--- config.mk ---
export PLATFORM = sky130hd
export DESIGN_NAME = ttt_move_commit
export DESIGN_NICKNAME = d
export VERILOG_FILES = /design/src/rtl/ttt_move_commit.sv
export SDC_FILE = /design/constraint.sdc
export NUM_CORES = 1
export LEC_CHECK = 0
export BUFFER_PORTS_ARGS = -buffer_cell sky130_fd_sc_hd__buf_2
export CORE_ASPECT_RATIO = 0.8
export CORE_MARGIN = 1.5
export CORE_UTILIZATION = 57
export CTS_CLUSTER_SIZE = 24
export DETAILED_ROUTE_END_ITERATION = 6
export PLACE_DENSITY = 0.84
export SLEW_MARGIN = 10
export SYNTH_ARGS = -nofsm -noshare
export SYNTH_HDL_FRONTEND = slang
export SYNTH_SLANG_ARGS = --single-unit
--- constraint.sdc ---
create_clock -name clk -period 3.76 [get_ports clk]
set_input_delay 0.188 -clock clk [delete_from_list [all_inputs] [get_ports clk]]
set_output_delay 0.188 -clock clk [all_outputs]
set_load 0.005 [all_outputs]
--- src/rtl/ttt_move_commit.sv ---
// Tic-tac-toe board writer and turn sequencer: commits legal one-hot moves, alternates turns, detects win/draw.
// Move ack/nack one cycle after place; player line returns two cycles after a committed place; no backpressure.
module ttt_move_commit #(
  parameter int FIRST_PLAYER = 1
) (
  input  logic       clk,
  input  logic       reset,
  input  logic       new_game,
  input  logic       place,
  input  logic [8:0] cur_pos,
  input  logic       illegal,
  output logic [1:0] pos1,
  output logic [1:0] pos2,
  output logic [1:0] pos3,
  output logic [1:0] pos4,
  output logic [1:0] pos5,
  output logic [1:0] pos6,
  output logic [1:0] pos7,
  output logic [1:0] pos8,
  output logic [1:0] pos9,
  output logic       player1,
  output logic       player2,
  output logic       move_ack,
  output logic       move_nack,
  output logic [3:0] move_count,
  output logic [1:0] winner,
  output logic       draw,
  output logic       game_over
);

  typedef enum logic [1:0] {
    P1_TURN = 2'd0,
    P2_TURN = 2'd1,
    EVAL    = 2'd2,
    OVER    = 2'd3
  } state_t;

  localparam state_t     START_STATE = (FIRST_PLAYER == 2) ? P2_TURN : P1_TURN;
  localparam logic [3:0] MAX_MOVES   = 4'd9;

  state_t     r_state;
  state_t     w_state_nxt;
  logic [1:0] r_board [9];
  logic [1:0] w_board_nxt [9];
  logic [3:0] r_count;
  logic [3:0] w_count_nxt;
  logic [1:0] r_last;
  logic [1:0] w_last_nxt;
  logic [1:0] r_winner;
  logic [1:0] w_winner_nxt;
  logic       r_draw;
  logic       w_draw_nxt;
  logic       r_ack;
  logic       w_ack_nxt;
  logic       r_nack;
  logic       w_nack_nxt;

  logic       w_onehot;
  logic       w_occupied;
  logic       w_legal;
  logic [1:0] w_mover;
  logic       w_win;

  function automatic logic f_line(input logic [1:0] a, input logic [1:0] b,
                                  input logic [1:0] c, input logic [1:0] code);
    return (a == code) && (b == code) && (c == code);
  endfunction

  // Onehot and occupancy are re-checked here so a stale or wrong illegal flag cannot corrupt the board.
  always_comb begin
    w_onehot   = (cur_pos != 9'd0) && ((cur_pos & (cur_pos - 9'd1)) == 9'd0);
    w_occupied = 1'b0;
    for (int i = 0; i < 9; i++) begin
      if (cur_pos[i] && (r_board[i] != 2'b00)) begin
        w_occupied = 1'b1;
      end
    end
    w_legal = !illegal && w_onehot && !w_occupied;
    w_mover = (r_state == P1_TURN) ? 2'b01 : 2'b10;
    w_win   = f_line(r_board[0], r_board[1], r_board[2], r_last) |
              f_line(r_board[3], r_board[4], r_board[5], r_last) |
              f_line(r_board[6], r_board[7], r_board[8], r_last) |
              f_line(r_board[0], r_board[3], r_board[6], r_last) |
              f_line(r_board[1], r_board[4], r_board[7], r_last) |
              f_line(r_board[2], r_board[5], r_board[8], r_last) |
              f_line(r_board[0], r_board[4], r_board[8], r_last) |
              f_line(r_board[2], r_board[4], r_board[6], r_last);
  end

  always_comb begin
    w_state_nxt  = r_state;
    w_board_nxt  = r_board;
    w_count_nxt  = r_count;
    w_last_nxt   = r_last;
    w_winner_nxt = r_winner;
    w_draw_nxt   = r_draw;
    w_ack_nxt    = 1'b0;
    w_nack_nxt   = 1'b0;

    if (new_game) begin
      w_state_nxt  = START_STATE;
      for (int i = 0; i < 9; i++) begin
        w_board_nxt[i] = 2'b00;
      end
      w_count_nxt  = 4'd0;
      w_last_nxt   = 2'b00;
      w_winner_nxt = 2'b00;
      w_draw_nxt   = 1'b0;
    end else begin
      case (r_state)
        P1_TURN, P2_TURN: begin
          if (place) begin
            if (w_legal) begin
              for (int i = 0; i < 9; i++) begin
                if (cur_pos[i]) begin
                  w_board_nxt[i] = w_mover;
                end
              end
              if (r_count < MAX_MOVES) begin
                w_count_nxt = r_count + 4'd1;
              end
              w_last_nxt  = w_mover;
              w_state_nxt = EVAL;
              w_ack_nxt   = 1'b1;
            end else begin
              w_nack_nxt = 1'b1;
            end
          end
        end
        // A win takes precedence over a full board, so a 9th-move win is never a draw.
        EVAL: begin
          if (w_win) begin
            w_winner_nxt = r_last;
            w_state_nxt  = OVER;
          end else if (r_count == MAX_MOVES) begin
            w_draw_nxt  = 1'b1;
            w_state_nxt = OVER;
          end else begin
            w_state_nxt = (r_last == 2'b01) ? P2_TURN : P1_TURN;
          end
        end
        OVER: begin
          if (place) begin
            w_nack_nxt = 1'b1;
          end
        end
        default: begin
          w_state_nxt = START_STATE;
        end
      endcase
    end
  end

  always_ff @(posedge clk or posedge reset) begin
    if (reset) begin
      r_state  <= START_STATE;
      for (int i = 0; i < 9; i++) begin
        r_board[i] <= 2'b00;
      end
      r_count  <= 4'd0;
      r_last   <= 2'b00;
      r_winner <= 2'b00;
      r_draw   <= 1'b0;
      r_ack    <= 1'b0;
      r_nack   <= 1'b0;
    end else begin
      r_state  <= w_state_nxt;
      for (int i = 0; i < 9; i++) begin
        r_board[i] <= w_board_nxt[i];
      end
      r_count  <= w_count_nxt;
      r_last   <= w_last_nxt;
      r_winner <= w_winner_nxt;
      r_draw   <= w_draw_nxt;
      r_ack    <= w_ack_nxt;
      r_nack   <= w_nack_nxt;
    end
  end

  assign pos1       = r_board[0];
  assign pos2       = r_board[1];
  assign pos3       = r_board[2];
  assign pos4       = r_board[3];
  assign pos5       = r_board[4];
  assign pos6       = r_board[5];
  assign pos7       = r_board[6];
  assign pos8       = r_board[7];
  assign pos9       = r_board[8];
  assign player1    = (r_state == P1_TURN);
  assign player2    = (r_state == P2_TURN);
  assign game_over  = (r_state == OVER);
  assign move_ack   = r_ack;
  assign move_nack  = r_nack;
  assign move_count = r_count;
  assign winner     = r_winner;
  assign draw       = r_draw;

endmodule
### Yosys cells after proc, flatten, opt, wreduce, memory -nomap -nowiden

Cells that the tools add are included.

* flip-flop bits (word level): 31
* output and inout port bits: 30
* word-level logic and storage cells: 173

* $add $sub $neg: 2
* magnitude comparators: 1
* equal/unequal tests: 17
* multiplexer cells: 55
* bitwise gates (word level): 8
* reductions and logical operators: 74

Operators with widths (number)
* $mux 18: 4
* $reduce_bool 2->1: 25
* $mux 2: 22
* $reduce_and 4->1: 10
* $logic_and 1x1->1: 28
* $mux 1: 22
* $mux 4: 5
* $eq 2x2->1: 9
* $and 9x9->9: 1
* $logic_not 9->1: 1
* $reduce_and 3->1: 3
* $reduce_bool 9->1: 1
* $sub 9x1->9 const B: 1
* $or 1x1->1: 7
* $ne 3x3->1 const B: 2
* $add 4x1->4 const B: 1
* $eq 2x1->1 const B: 2
* $eq 2x2->1 const B: 2
* $eq 4x4->1 const B: 1
* $lt 4x4->1 const B: 1
* $pmux 2 s2: 1
* $reduce_bool 3->1: 1
* $logic_not 1->1: 2
* $logic_not 2->1: 1
* 4 further kinds: 4

### Longest topological paths before layout

* depth in word-level cells: 17
* depth in mapped cells: 8

### Worst setup path after synthesis

Ideal clock, no wire load.

* path type: in2reg
* start: input cur_pos[1]
* end: register r_last[0]
* setup time: 0.132 ns
* data arrival time: 2.231 ns
* path slack: 1.398 ns
* stages: 7
* path buffers: 1
* path through: or4_4 > o31a_1 > or4_4 > nor4b_4 > buf_6 > mux2i_1 > nor2_1

* word-level cells in the longest chain between the ends: 13

Ends and longest elaborated chain
* from (decl): line 10 `input logic [8:0] cur_pos,`
* parallel branches: the longest is 10 deep, another holds $sub 9x1->9
* $logic_and 1x1->1 (*): line 78 `w_legal = !illegal && w_onehot && !w_occupied;`
* $reduce_bool 2->1 (no line) (*)
* $reduce_and 3->1 (no line) (*)
* to (signal assigned): line 172 `r_last <= w_last_nxt;`
* to (decl): line 47 `logic [1:0] r_last;`

Every way passes the cells marked *.
A chain may end at the register's enable or synchronous reset.

### Worst setup path in the final report

* start: register r_last[0]
* end: register r_winner[1] (netlist: winner[1])

* word-level cells in the longest chain between the ends: 12

Ends and longest elaborated chain
* $eq 2x2->1: line 66 `return (a == code) && (b == code) && (c == code);`
* $logic_and 1x1->1 (2 in series): line 66
* $or 1x1->1: line 80 `w_win = f_line(r_board[0], r_board[1], r_board[2], r_last) |`
* $or 1x1->1: line 81 `f_line(r_board[3], r_board[4], r_board[5], r_last) |`
* $or 1x1->1: line 82 `f_line(r_board[6], r_board[7], r_board[8], r_last) |`
* $or 1x1->1: line 83 `f_line(r_board[0], r_board[3], r_board[6], r_last) |`
* $or 1x1->1: line 84 `f_line(r_board[1], r_board[4], r_board[7], r_last) |`
* $or 1x1->1: line 85 `f_line(r_board[2], r_board[5], r_board[8], r_last) |`
* $or 1x1->1 (*): line 86 `f_line(r_board[0], r_board[4], r_board[8], r_last) |`
* $reduce_bool 2->1 (no line) (*)
* $reduce_and 2->1 (no line) (*)
* to (signal assigned): line 173 `r_winner <= w_winner_nxt;`
* to (decl): line 49 `logic [1:0] r_winner;`

Mark *: on every way between the ends. The rest lies on a longest branch, timed or not.

==> qor.csv <==
metric,value,unit
worst-setup-path-type,flip-flop to flip-flop,
track_usage,26.8,%
diodes,0,
cts_buffers,5,
startpoint,r_last[0]$_DFFE_PP0P_,
ys_ff_latch,31,
final_antenna_net_count,0,
max-cap-violations,0,
die_width,67.0,um
seq_area_frac_synth,41.5,%
syn_nets,228,
synth_commonest_cells,"dfrtp_1 (31), nor2_1 (31), a31oi_1 (20)",
dieArea,3630,um^2
syn_inst,211,
relSlewSlack,49.3,%
peakVddDrop,233,uV
clock_latency,0.28,ns
cts_buffer_depth,2,
worstPathArrival,2.61,ns
area_growth_syn_to_layout,18.1,%
synth_ff_type,dfrtp_1,
yosys_warnings,0,
leakagePower,1.12,nW
viasPerCell,6.18,
clkTransAtPathRegs,0.06,ns
synthesis.area,1870,um^2
final_cell_count_no_fill,293,
drive_above_1_share,22.9,%
hold_viol,0,
finalPower,0.000669,W
fp.coreArea,3110,um^2
final_util,71.0,%
start_kind,flip-flop,
wire_per_inst,15.5,um
synth-edff-count,0,
worstPathCellList,nor3_1 -> o22ai_1 -> a311oi_1 -> nor4_1 -> nor3_1 -> mux2i_1,
syn_avg_cell_area,8.85,um^2
setup_slack,1.30,ns
core.rowCount,18,
cts_sinks,31,
slew_viol_final,0,
postCtsSetupBuffers,0,
worstReg2RegStart,r_last[0]$_DFFE_PP0P_,
max_clock_freq,0.407,GHz
first_pass_iters,4,
setup_tns,0,ns
critPathTopFamily,simple AND/OR/NAND/NOR gates,
place_inst,284,
async_flop_share,100,%
grt_max_degree,34,
htree_num_levels,2,
period_needed,2.46,ns
drt_iter0_drc,179,
dp_slack,1.14,ns
worstHoldStart,place,
hold_class,input port to flip-flop,
tightestPinTransition,0.754,ns
finalClockSkew,0.00527,ns
rsz0062_at_grt,no,
cts_resized,0,
cp_max_fo,22,
drc,0,
crit_path_frequent_cell,nor3_1,
finalWeightedCongestion,0.831,
synthTopCellsByArea,"dfrtp_1 (42%), a31oi_1 (6.7%), nor2_1 (6.2%)",
worst_setup_path_end_kind,flip-flop,
cts_tree,yes,
post-route-period-util,65.3,%
yosysTopAreaCell,dfrtp_1,
grt_pass1_wl,7100,um
setup_viol,0,
port_buffers,43,
drt_wl_total,4550,um
vias,1812,
power.density,303,nW/um^2
outcome,"complete, no violations",
die_h,54.2,um
ys_types,36,
worst-path-buf-inv,0,
root_buffer,clkbuf_8,
nNetsFinal,269,
hpwl,3180,um
grt_pass1_vias,1440,
antenna_found_initial,0,
slowest_delay,0.81,ns
worst-endpoint-required,3.91,ns
yosys.area.top_type_share,41.5,%
grt_remaining_overflow,0,
cp_slowest_cell,dfrtp_1,
ioPinCount,44,
start_util,60.1,%
-- flip-flops by register name, summed over array words and instances (netlist names) --
name,flops
pos1,2
draw,1
pos2,2
pos7,2
move_ack,1
r_last,2
winner,2
move_nack,1
pos5,2
pos3,2
pos4,2
pos6,2
move_count,4
pos8,2
r_state,2
pos9,2
-- cells in the final DEF, fill, tap and decap left out, drive strengths merged, types with 4 or more instances in the layout --
cell type,instances
nor2,31
a31oi,20
nand2b,4
mux2i,5
nor3,16
buf,46
o21ai,9
nor4b,4
xnor2,5
o22ai,7
dfrtp,31
a21oi,5
clkbuf,8
and3,14
xor2,6
inv,10
-- cells by family (layout without fill, tap and decap cells) --
kind of cell    Yosys count  count (layout)  synth area share [%]
flops                    31              31                  41.5
xor+xnor                 11              11                  5.16
simple gates             86              86                  25.9
compound gates           52              52                  17.5
mux                       5               5                  2.68
fa+ha+maj                 3               3                  2.01
buf+inv                  23              65                  5.22
-- layout make-up --
cell class | instances | area (um^2)
fill | 256 | 902
clock buffer | 8 | 100
inverter | 10 | 37.5
timing repair buffer | 47 | 248
sequential | 31 | 776
tap | 40 | 50.0
multi-input combinational | 157 | 995
-- worst paths after layout --
| check | to | slack (ns) | cells past startpoint |
|---|---|---|---|
| max | winner[1]$_DFFE_PP0P_ | 1.30 | 6 |
| min | move_ack$_DFF_PP0_ | 0.21 | 3 |
| max reg2reg | winner[1]$_DFFE_PP0P_ | 1.30 | 6 |
| min reg2reg | draw$_DFFE_PP0P_ | 0.51 | 2 |
| max in group asynchronous | pos1[1]$_DFFE_PP0P_ | 2.96 | 4 |
| min in group asynchronous | move_count[1]$_DFFE_PP0P_ | 0.52 | 4 |
-- worst reg2reg max path, cell delays in order (launching register included) --
cell and delay [ns]:
dfrtp_1 0.81, nor3_1 0.15, o22ai_1 0.22, a311oi_1 0.12, nor4_1 0.67, nor3_1 0.20
mux2i_1 0.16
-- stage by stage --
step	instance area [um^2]	hold slack [ns]
after global placement	2100	0.280
after detailed placement	2100	0.285
after CTS	2210	0.204
after global routing	2210	0.206
final	2210	0.206
after floorplan	1870	0.292
-- power breakdown --
part / switching (W) / internal (W)
combinational: 0.0000299 / 0.0000155
sequential: 0.000000968 / 0.000335
clock: 0.000121 / 0.000167
total: 0.000152 / 0.000517
-- what timing repair did --
action | CTS | global route
hold endpoints to repair | 31 | 0
hold buffers | 1 | 0
endpoints found under the setup margin | 0 | 0
-- routing by layer --
metal  vias to the layer above  wire (um)  global-route usage (%)
met1                       865       2090                    41.2
met2                        89       2010                    38.8
met4                         0         27                    7.48
met3                         6        419                    4.39
met5                         -          0                       0
li1                        852          -                       -
(Power assumes the default switching activity.)
